## src/rtl/jtpang_objdma.sv

```systemverilog
`default_nettype none
// ============================================================================
// Module   : jtpang_objdma
// Purpose  : Object DMA controller. On a dma_go request it asks for the CPU
//            bus, and once the bus is granted it copies the 512-byte object
//            table from the upper VRAM half into the write half of the
//            double-buffered object line buffer. It then releases the bus and
//            swaps the buffer halves.
// Revision : 1.0 - initial release
// ----------------------------------------------------------------------------
// Ports
//   clk, rst_n     system clock, asynchronous active-low reset
//   cen            clock enable; all state and outputs advance only on cen
//   dma_go         transfer request (rising edge, sampled on cen)
//   busrq_n        CPU bus request (active low)
//   busak_n        CPU bus acknowledge (active low)
//   dma_addr       VRAM object-table byte address
//   vram_dout      VRAM read data for dma_addr
//   obj_addr       object buffer write address
//   obj_din        object buffer write data
//   obj_we         object buffer write strobe (one cen per byte)
//   obj_bank       buffer half being written; the renderer reads ~obj_bank
//   busy           high from request acceptance until the bus is released
// ============================================================================
module jtpang_objdma #(
    parameter int OBJW = 9
) (
    input  logic            clk,
    input  logic            rst_n,
    input  logic            cen,
    input  logic            dma_go,
    output logic            busrq_n,
    input  logic            busak_n,
    output logic [OBJW-1:0] dma_addr,
    input  logic [7:0]      vram_dout,
    output logic [OBJW-1:0] obj_addr,
    output logic [7:0]      obj_din,
    output logic            obj_we,
    output logic            obj_bank,
    output logic            busy
);

    typedef enum logic [1:0] {
        ST_IDLE = 2'd0,
        ST_REQ  = 2'd1,
        ST_COPY = 2'd2,
        ST_REL  = 2'd3
    } state_t;

    localparam logic [OBJW-1:0] LAST_ADDR = '1;

    state_t          state_q,    state_d;
    logic            busrq_n_q,  busrq_n_d;
    logic [OBJW-1:0] dma_addr_q, dma_addr_d;
    logic [OBJW-1:0] obj_addr_q, obj_addr_d;
    logic [7:0]      obj_din_q,  obj_din_d;
    logic            obj_we_q,   obj_we_d;
    logic            obj_bank_q, obj_bank_d;
    logic            busy_q,     busy_d;
    logic            pend_q,     pend_d;
    logic            go_prev_q,  go_prev_d;
    // primed: the address on dma_addr has been presented for a full accepted
    // cen while the bus was granted, so vram_dout now holds its data.
    logic            primed_q,   primed_d;
    logic            go_edge;

    always_comb begin
        state_d    = state_q;
        busrq_n_d  = busrq_n_q;
        dma_addr_d = dma_addr_q;
        obj_addr_d = obj_addr_q;
        obj_din_d  = obj_din_q;
        obj_we_d   = 1'b0;
        obj_bank_d = obj_bank_q;
        busy_d     = busy_q;
        pend_d     = pend_q;
        primed_d   = primed_q;
        go_prev_d  = dma_go;
        go_edge    = dma_go & ~go_prev_q;

        // Any number of requests during a transfer collapse into one.
        if (go_edge && busy_q) begin
            pend_d = 1'b1;
        end

        case (state_q)
            ST_IDLE: begin
                if (go_edge || pend_q) begin
                    state_d    = ST_REQ;
                    busrq_n_d  = 1'b0;
                    busy_d     = 1'b1;
                    dma_addr_d = '0;
                    pend_d     = 1'b0;
                end
            end
            ST_REQ: begin
                if (!busak_n) begin
                    state_d  = ST_COPY;
                    primed_d = 1'b0;
                end
            end
            ST_COPY: begin
                if (busak_n) begin
                    // Bus taken away: hold the address, and require one
                    // address-only cen after the grant returns because the
                    // VRAM was not addressed by us meanwhile.
                    primed_d = 1'b0;
                end else if (!primed_q) begin
                    primed_d = 1'b1;
                end else begin
                    obj_we_d   = 1'b1;
                    obj_addr_d = dma_addr_q;
                    obj_din_d  = vram_dout;
                    dma_addr_d = dma_addr_q + OBJW'(1);
                    if (dma_addr_q == LAST_ADDR) begin
                        state_d   = ST_REL;
                        busrq_n_d = 1'b1;
                        primed_d  = 1'b0;
                    end
                end
            end
            ST_REL: begin
                if (busak_n) begin
                    state_d    = ST_IDLE;
                    obj_bank_d = ~obj_bank_q;
                    busy_d     = 1'b0;
                end
            end
            default: begin
                state_d = ST_IDLE;
            end
        endcase
    end

    always_ff @(posedge clk or negedge rst_n) begin
        if (!rst_n) begin
            state_q    <= ST_IDLE;
            busrq_n_q  <= 1'b1;
            dma_addr_q <= '0;
            obj_addr_q <= '0;
            obj_din_q  <= 8'd0;
            obj_we_q   <= 1'b0;
            obj_bank_q <= 1'b0;
            busy_q     <= 1'b0;
            pend_q     <= 1'b0;
            go_prev_q  <= 1'b0;
            primed_q   <= 1'b0;
        end else if (cen) begin
            state_q    <= state_d;
            busrq_n_q  <= busrq_n_d;
            dma_addr_q <= dma_addr_d;
            obj_addr_q <= obj_addr_d;
            obj_din_q  <= obj_din_d;
            obj_we_q   <= obj_we_d;
            obj_bank_q <= obj_bank_d;
            busy_q     <= busy_d;
            pend_q     <= pend_d;
            go_prev_q  <= go_prev_d;
            primed_q   <= primed_d;
        end
    end

    assign busrq_n  = busrq_n_q;
    assign dma_addr = dma_addr_q;
    assign obj_addr = obj_addr_q;
    assign obj_din  = obj_din_q;
    assign obj_we   = obj_we_q;
    assign obj_bank = obj_bank_q;
    assign busy     = busy_q;

endmodule
`default_nettype wire

```

## config.mk

```make
export PLATFORM = sky130hd
export DESIGN_NAME = jtpang_objdma
export DESIGN_NICKNAME = d
export VERILOG_FILES = /design/src/rtl/jtpang_objdma.sv
export SDC_FILE = /design/constraint.sdc
export NUM_CORES = 1
export LEC_CHECK = 0
export CORE_ASPECT_RATIO = 1.5
export CORE_UTILIZATION = 48
export CTS_CLUSTER_SIZE = 40
export DETAILED_ROUTE_END_ITERATION = 16
export GPL_TIMING_DRIVEN = 0
export PLACE_DENSITY_LB_ADDON = 0.05
export RECOVER_POWER = 100
export SLEW_MARGIN = 15
export SYNTH_ARGS = -nofsm -noshare
export SYNTH_HDL_FRONTEND = slang
export SYNTH_SLANG_ARGS = --single-unit
```

## constraint.sdc

```tcl
create_clock -name clk -period 2.2 [get_ports clk]
set_input_delay 0.33 -clock clk [delete_from_list [all_inputs] [get_ports clk]]
set_output_delay 0.33 -clock clk [all_outputs]
set_load 0.005 [all_outputs]
```

==> results of run 1 <==
[worst max path at each step]
stage	startpoint	end	slack, ns	cells after the start
after CTS	dma_addr[0]$_DFFE_PN0P_	state_q[1]$_DFFE_PN0P_	0.21	8
after global routing	dma_addr[0]$_DFFE_PN0P_	state_q[1]$_DFFE_PN0P_	0.06	8
after floorplan	dma_addr[0]$_DFFE_PN0P_	state_q[1]$_DFFE_PN0P_	0.44	8
after global placement	rst_n	state_q[0]$_DFFE_PN0P_	0.11	1
after detailed placement	busak_n	obj_addr[5]$_DFFE_PN0P_	0.11	5
final	cen	dma_addr[3]$_DFFE_PN0P_	0.24	5
[critical path, cell delays in order]
cell           delay [ns]
dlygate4sd3_1        0.56
clkbuf_1             0.38
o221ai_2             0.29
or4_1                0.53
nand3_1              0.09
[area by class of cell]
class                           count  area, um^2  area share
Sequential cell                    35       877.1      0.4031
Multi-Input combinational cell     95       705.7      0.3243
Timing Repair Buffer               42       414.1      0.1903
Clock buffer                        7       76.32     0.03508
Tap cell                           40       50.05     0.02300
Buffer                              5       25.02     0.01150
Inverter                            6       22.52     0.01035
Clock inverter                      1       5.005    0.002300
[where the power goes]
| part | internal [mW] | switching (mW) | total [mW] |
|---|---|---|---|
| clock network | 0.222 | 0.218 | 0.440 |
| registers | 0.874 | 0.181 | 1.06 |
| logic | 0.549 | 0.409 | 0.958 |
| total | 1.64 | 0.808 | 2.45 |
[cell usage in the layout (no fill, tap or decap), types with 4 or more instances in the layout]
master and instances:
inv_1 6, o21ai_0 8, nand3_1 10, clkbuf_1 5, clkdlybuf4s50_1 10, nor2_1 4
mux2_2 19, ha_1 6, dfrtp_1 34, dlygate4sd3_1 31, nand2_1 16, clkbuf_8 5
[stage by stage]
| stage | hold WS (ns) | std cells |
|---|---|---|
| 3_3_place_gp | 0.4624 | 223 |
| 6_report | 0.4676 | 231 |
| 5_1_grt | 0.5119 | 231 |
| 4_1_cts | 0.1313 | 231 |
| 2_1_floorplan | 0.03441 | 141 |
| 3_5_place_dp | 0.4442 | 223 |
[state kept, by name, summed over array words and instances (netlist names)]
register / count
busy: 1
busrq_n: 1
primed_q: 1
obj_bank: 1
obj_we: 1
dma_addr: 9
obj_din: 8
pend_q: 1
go_prev_q: 1
state_q: 2
obj_addr: 9
[metal layers]
layer  vias to the layer above  track usage
met5                         -            0
met4                         0       0.1111
met3                         7      0.05797
met2                        25       0.3919
met1                       617       0.2265
li1                        603            -
[kinds of logic (layout without fill, tap and decap cells)]
family,after synthesis,after routing,synth area share
xor+xnor,1,1,0.005369
mux,22,22,0.1503
compound gates,21,21,0.08666
flops,35,35,0.5376
fa+ha+maj,6,6,0.04601
simple gates,45,45,0.1442
buf+inv,11,61,0.02990
==> summary.md, run 1 <==
The run finished, with violations left. The checks that failed: capacitance limit, slew limit. Setup violations remaining at the end of the flow were counted as 0.

The count of input and output buffers works out to 42. Length of routed wiring on met1: 1.330 mm. The overall track demand over capacity in global routing came out at 0.2166.

The length of the first detailed-routing pass in iterations was 4. The Yosys warning count was 0; the total wirelength of the detailed-routed design was 3.401 mm. Summed over all nets, wire length on met3 after detailed routing comes to 132 um. The clock passes through at most 2 buffers.

The logs give 3641 um^2 for the area of the die and 0.9926 nW for the leakage power summed over all cells. The clock transition at the registers of the reported paths is 0.07 ns. dfrtp_1 is the most common cell in the netlist.

The post-layout net count is 209, and the horizontal extent of the die is 49.61 um. The top-area cell type share of the netlist area was 0.5215. The type of the worst min-delay path was reg -> reg. The worst hold path begins at obj_bank$_DFFE_PN0P_. The largest driver fanout on the critical path works out to 10. The main flop type after synthesis is dfrtp_1.

In this run the core area contains 25 standard-cell rows. For the largest net degree at the start of global routing, the log shows 36. The cell at the root of the clock tree was clkbuf_8.

After global routing the overflow that remains totals 0. After synthesis the cells add up to 1632 um^2. Clock latency on the worst-skew pair, taken at its later pin, is 0.28 ns.

The initial antenna violation count came out at 0. Synthesis inferred 35 register bits. The fraction of registers with async set/reset was 1.000.

The finished cells cover 2176 um^2. Critical path data required time: 2.42 ns. The first global-routing pass estimated 5.837 mm of wire. The highest clock frequency the design can meet was 0.5091 GHz; the boundary pin count was 43. Setup repair after global routing left no endpoint under its margin. The floorplan step set the die height to 73.41 um. The H-tree was split into 2 levels. The final worst setup slack is 0.2359 ns. In this run, post-CTS repair resized a total of 0 instances. The worst hold path terminates at obj_bank$_DFFE_PN0P_. The headroom to the max-slew limit is -0.1990, and the net count of the mapped netlist is 160.

The worst setup path is captured at a flip-flop. In the final routed layout, each cell accounts on average for 14.72 um. The sequential fraction of the synthesis area came out at 0.5376. A synthesized cell averages 11.57 um^2.

The clock net in this run drives a total of 35 sinks. Overall power consumption after layout is estimated at 2.453 mW. Counting cells, the worst reg-to-reg path comes to 8.

The via count of the first global-routing pass came out at 1256. The worst register-to-register path begins at dma_addr[0]$_DFFE_PN0P_. The run gives 0.24 ns as the internal reg-to-reg setup slack. The buffer count from post-CTS setup fixing was 0. The number of hold buffers added after CTS was 0. The tools report the count of final max-slew check failures as 36. The global placement routability congestion is 0.8414, and the worst slack at placement is 0.1067 ns.

The routed design uses 1.870 mm of met2 wire. The core region is 3191 um^2. The detailed router finished its first iteration with 9 violations.

The total DRC errors in the routed layout was 0; the utilization of the core after routing was 0.6820. TritonCTS built the clock tree. Peak supply drop: 0.0006998 V. After synthesis, the cell types taking the most area are dfrtp_1 52%, mux2_2 14%, ha_1 4.6%. Sorting the synthesized cells by how often they occur yields 34 x dfrtp_1, 20 x mux2_2, 16 x nand2_1. For the initial standard-cell utilization of the core, the log shows 0.5114. The area overhead of the layout relative to synthesis was 33.36%; the hold path depth was 1. After layout, the minimum clock period comes to 1.964 ns.

The number of max-capacitance violations reported is 1, and the power density over the cells is 1127 nW/um^2. At the pin with the least slew margin, the transition time is 1.799 ns. The logs give 0 ns for the final-layout setup total negative slack and 35 for the number of unique standard cell types used by synthesis. The repair_antennas step left the layout with diodes totalling 0.

The fraction of layout instances using a drive strength above 1 is 0.1623, and the number of instances in the synthesized netlist is 141. In the routed layout, each cell is associated on average with a via count of 5.420. Cell accounting for the most synthesized area: dfrtp_1.

The number of nets still failing antenna checks after routing was 0. Counting the fill cells in the layout gives 273. The fraction of the cycle the final worst path needs came out at 0.8928. Detailed placement ended at an HPWL of 2.557 mm.

The highest layer touched by signal routing is met4. Number of clock buffers inserted by TritonCTS: 5. The number of synthesized flops with an enable pin was 0; the count of final hold-check violations was 0. The data arrival time of the worst path came out at 2.19 ns. The logs give 0.002280 ns for the final setup skew and 2097 um^2 for the total cell area at the placement stage. The endpoint identified for the worst register-to-register timing path is state_q[1]$_DFFE_PN0P_. The worst setup path is of the in -> reg kind. The worst setup path is launched from an input pin. Across all layers, the routed design uses 1252 vias.
No activity file was read; power rests on OpenSTA's default activity.
==> inputs of run 2 (changes only) <==
--- a/config.mk
+++ b/config.mk
@@ -7,9 +7,10 @@
 export LEC_CHECK = 0
 export CORE_ASPECT_RATIO = 1.5
 export CORE_UTILIZATION = 48
-export CTS_CLUSTER_SIZE = 40
+export CTS_CLUSTER_SIZE = 16
 export DETAILED_ROUTE_END_ITERATION = 16
 export GPL_TIMING_DRIVEN = 0
+export HOLD_SLACK_MARGIN = 0.15
 export PLACE_DENSITY_LB_ADDON = 0.05
 export RECOVER_POWER = 100
 export SLEW_MARGIN = 15
==> run 2 against run 1 <==
  * The flow now finishes without violations
  * Worst hold slack barely moved
  * Clock skew about the same
  * Power barely moved
  * Via count rose by 0.24%
  * Final cell count increased by 0.43%
  * Worst setup slack worse by 0.00074 ns
  * Non-clock buffer count rose by 1
  * Wire length increased by 0.82%
  * Count of clock-buffer cells in the layout unchanged
  * Critical path depth unchanged
  * Flip-flop and latch count unchanged
  * Largest cell class unchanged
  * Highest routed layer unchanged
==> summary.md, run 2 (synthesis results as in run 1) <==
The tools report the total wirelength of the detailed-routed design as 3.429 mm (was 3.401 mm). The delay contributed by the slowest stage of the critical path came out at 0.56 ns (about the same). The antenna diode count was 0 (unchanged); the fraction of the cycle the final worst path needs was 0.8931 (was 0.8928).

TritonCTS built the clock tree. The data arrival time of the worst path was 2.19 ns (about the same). The nature of the critical path endpoint was a flip-flop (unchanged).

The count of input and output buffers is 42 (unchanged). The sink count of the clock tree was 35 (unchanged). The area overhead of the layout relative to synthesis is 34.05% (was 33.36%), and the worst hold slack across all endpoints is 0.4675 ns (was 0.4676 ns). The shortest clock period the worst path allows after layout came out at 1.965 ns (was 1.964 ns). Top library cells by usage in the layout, fill and taps aside: 34 x dfrtp_1, 32 x dlygate4sd3_1, 19 x mux2_2 (was 34 x dfrtp_1, 31 x dlygate4sd3_1, 19 x mux2_2). The most common library cell in the layout ignoring fill and taps was dfrtp_1 (unchanged). The initial antenna violation count was 0 (unchanged).

The cell at the root of the clock tree is clkbuf_8 (unchanged). The initial standard-cell utilization of the core came out at 0.5114 (unchanged). The logs give 0.9998 nW (was 0.9926 nW) for the leakage power summed over all cells and 0 (unchanged) for the total DRC errors in the routed layout. The initial DRC count was 14 (was 9). The number of fill cells is 271 (was 273), and the final routed wire length divided by cell count is 14.78 um (was 14.72 um). Slew of the pin with the lowest slew margin: 0.8469 ns (was 1.799 ns). The count of final max-slew check failures was 0 (was 36).

The run gives 4 (unchanged) as the length of the first detailed-routing pass in iterations. The via count of the first global-routing pass was 1264 (was 1256). The slowest cell on the critical path was dlygate4sd3_1 (unchanged).

The run gives 2 (unchanged) as the number of H-tree levels. The total core area is 3191 um^2 (unchanged). The clock transition at the registers of the reported paths was 0.07 ns (about the same); the final setup skew was 0.002304 ns (was 0.002280 ns).

The largest driver fanout on the critical path came out at 10 (unchanged). The count of standard-cell rows is 25 (unchanged), and the count of final hold-check violations is 0 (unchanged). The type of the worst min-delay path is reg -> reg (unchanged). Setup repair after global routing left no endpoint under its margin.

The highest clock frequency the design can meet is 0.5089 GHz (was 0.5091 GHz). The headroom to the max-slew limit came out at 0.4354 (was -0.1990). The maximum number of buffers from clock root to sink came out at 2 (unchanged). Largest net degree at the start of global routing: 36 (unchanged). The final-layout setup total negative slack was 0 ns (unchanged); the sum of overflow across all layers after global routing was 0 (unchanged). Worst-skew pair later-pin latency: 0.28 ns (about the same).

Worst path cell trace: dlygate4sd3_1 -> clkbuf_1 -> o221ai_2 -> or4_1 -> nand3_1 (unchanged). The boundary pin count was 43 (unchanged); the number of max-capacitance violations reported was 0 (was 1). The post-layout net count was 210 (was 209).

The area of the die was 3641 um^2 (unchanged); the die outline height was 73.41 um (unchanged). The run gives 5.865 mm (was 5.837 mm) as the first-pass GRT wire length. The horizontal extent of the die is 49.61 um (unchanged). The average vias per placed instance was 5.409 (was 5.420); the fraction of layout instances using a drive strength above 1 was 0.1667 (was 0.1623). The HPWL reported at the end of detailed placement was 2.557 mm (unchanged); the total number of vias was 1255 (was 1252). The element type at the critical path start is an input pin (unchanged).

For the number of clock buffers inserted by TritonCTS, the log shows 5 (unchanged). The start-to-end type of the worst setup path is in -> reg (unchanged). The critical path data required time was 2.42 ns (about the same). The run gives 0 (unchanged) as the buffer count from post-CTS setup fixing. The number of nets still failing antenna checks after routing is 0 (unchanged), and the overall track demand over capacity in global routing is 0.2175 (was 0.2166). The peak supply drop is 0.0007004 V (was 0.0006998 V). The run gives 0.8414 (unchanged) as the global placement routability congestion.

The final setup violation count was 0 (unchanged); the power density over the cells was 1122 nW/um^2 (was 1127 nW/um^2). The flow ran to the end, and the final reports show no timing, DRC or antenna violations.
run 2: cell types whose count changed in the layout (fill, tap and decap cells not counted):
cell | before | now
clkbuf_1 | 5 | 4
clkbuf_2 | 1 | 2
dlygate4sd3_1 | 31 | 32
run 2: worst paths after layout:
| check | start | endpoint | slack, ns | depth (start not counted) |
|---|---|---|---|---|
| setup / recovery | cen | dma_addr[3]$_DFFE_PN0P_ | 0.24 | 5 |
| min in group asynchronous | rst_n | obj_din[7]$_DFFE_PN0P_ | 0.70 | 2 |
| hold / removal | obj_bank$_DFFE_PN0P_ | obj_bank$_DFFE_PN0P_ | 0.47 | 1 |
| setup reg to reg | dma_addr[0]$_DFFE_PN0P_ | state_q[1]$_DFFE_PN0P_ | 0.24 | 8 |
| max in group asynchronous | rst_n | obj_addr[8]$_DFFE_PN0P_ | 0.98 | 2 |
| hold reg to reg | obj_bank$_DFFE_PN0P_ | obj_bank$_DFFE_PN0P_ | 0.47 | 1 |
run 2: stage by stage:
stage	setup WS, ns	instances	area (um^2)	power, mW	utilization
3_5_place_dp	0.1067	223	2097	2.119	0.6573
4_1_cts	0.2148	232	2188	2.578	0.6859
3_3_place_gp	0.1080	223	2102	2.052	0.6588
2_1_floorplan	0.4359	141	1632	1.556	-
6_report	0.2351	232	2187	2.454	0.6855
5_1_grt	0.06220	232	2187	2.635	0.6855
run 2: where the power goes:
group,leakage (nW),internal (mW),total (mW),switching (mW)
Clock,0.0422,0.222,0.440,0.218
Combinational,0.526,0.550,0.959,0.409
Sequential,0.432,0.874,1.06,0.181
run 2: worst max-delay path: cells and delay by family:
kind | cells | cell delay (ns)
buffers and inverters | 2 | 0.94
AND/OR/NAND/NOR | 2 | 0.62
AO/OA/AOI/OAI | 1 | 0.29
run 2: metal layers:
metal / up-vias / track usage / wire length (um)
met5: - / 0 / 0
met4: 0 / 0.1111 / 68
met3: 7 / 0.05590 / 126
met2: 25 / 0.3949 / 1897
met1: 619 / 0.2279 / 1337
li1: 604 / - / -
run 2: layout make-up:
class                   count  area (um^2)  share of cell area
clock buffers               7        76.32             0.03490
flip-flops and latches     35        877.1              0.4010
repair buffers             43        425.4              0.1945
multi-input cells          95        705.7              0.3227
well taps                  40        50.05             0.02288
clock inverters             1        5.005            0.002288
inverters                   6        22.52             0.01030
plain buffers               5        25.02             0.01144
run 2: repair_timing:
item                       4_1_cts  5_1_grt
hold buffers                     1        0
hold endpoints to repair        34        0
setup endpoints to repair        0        0
resized for setup                0        0
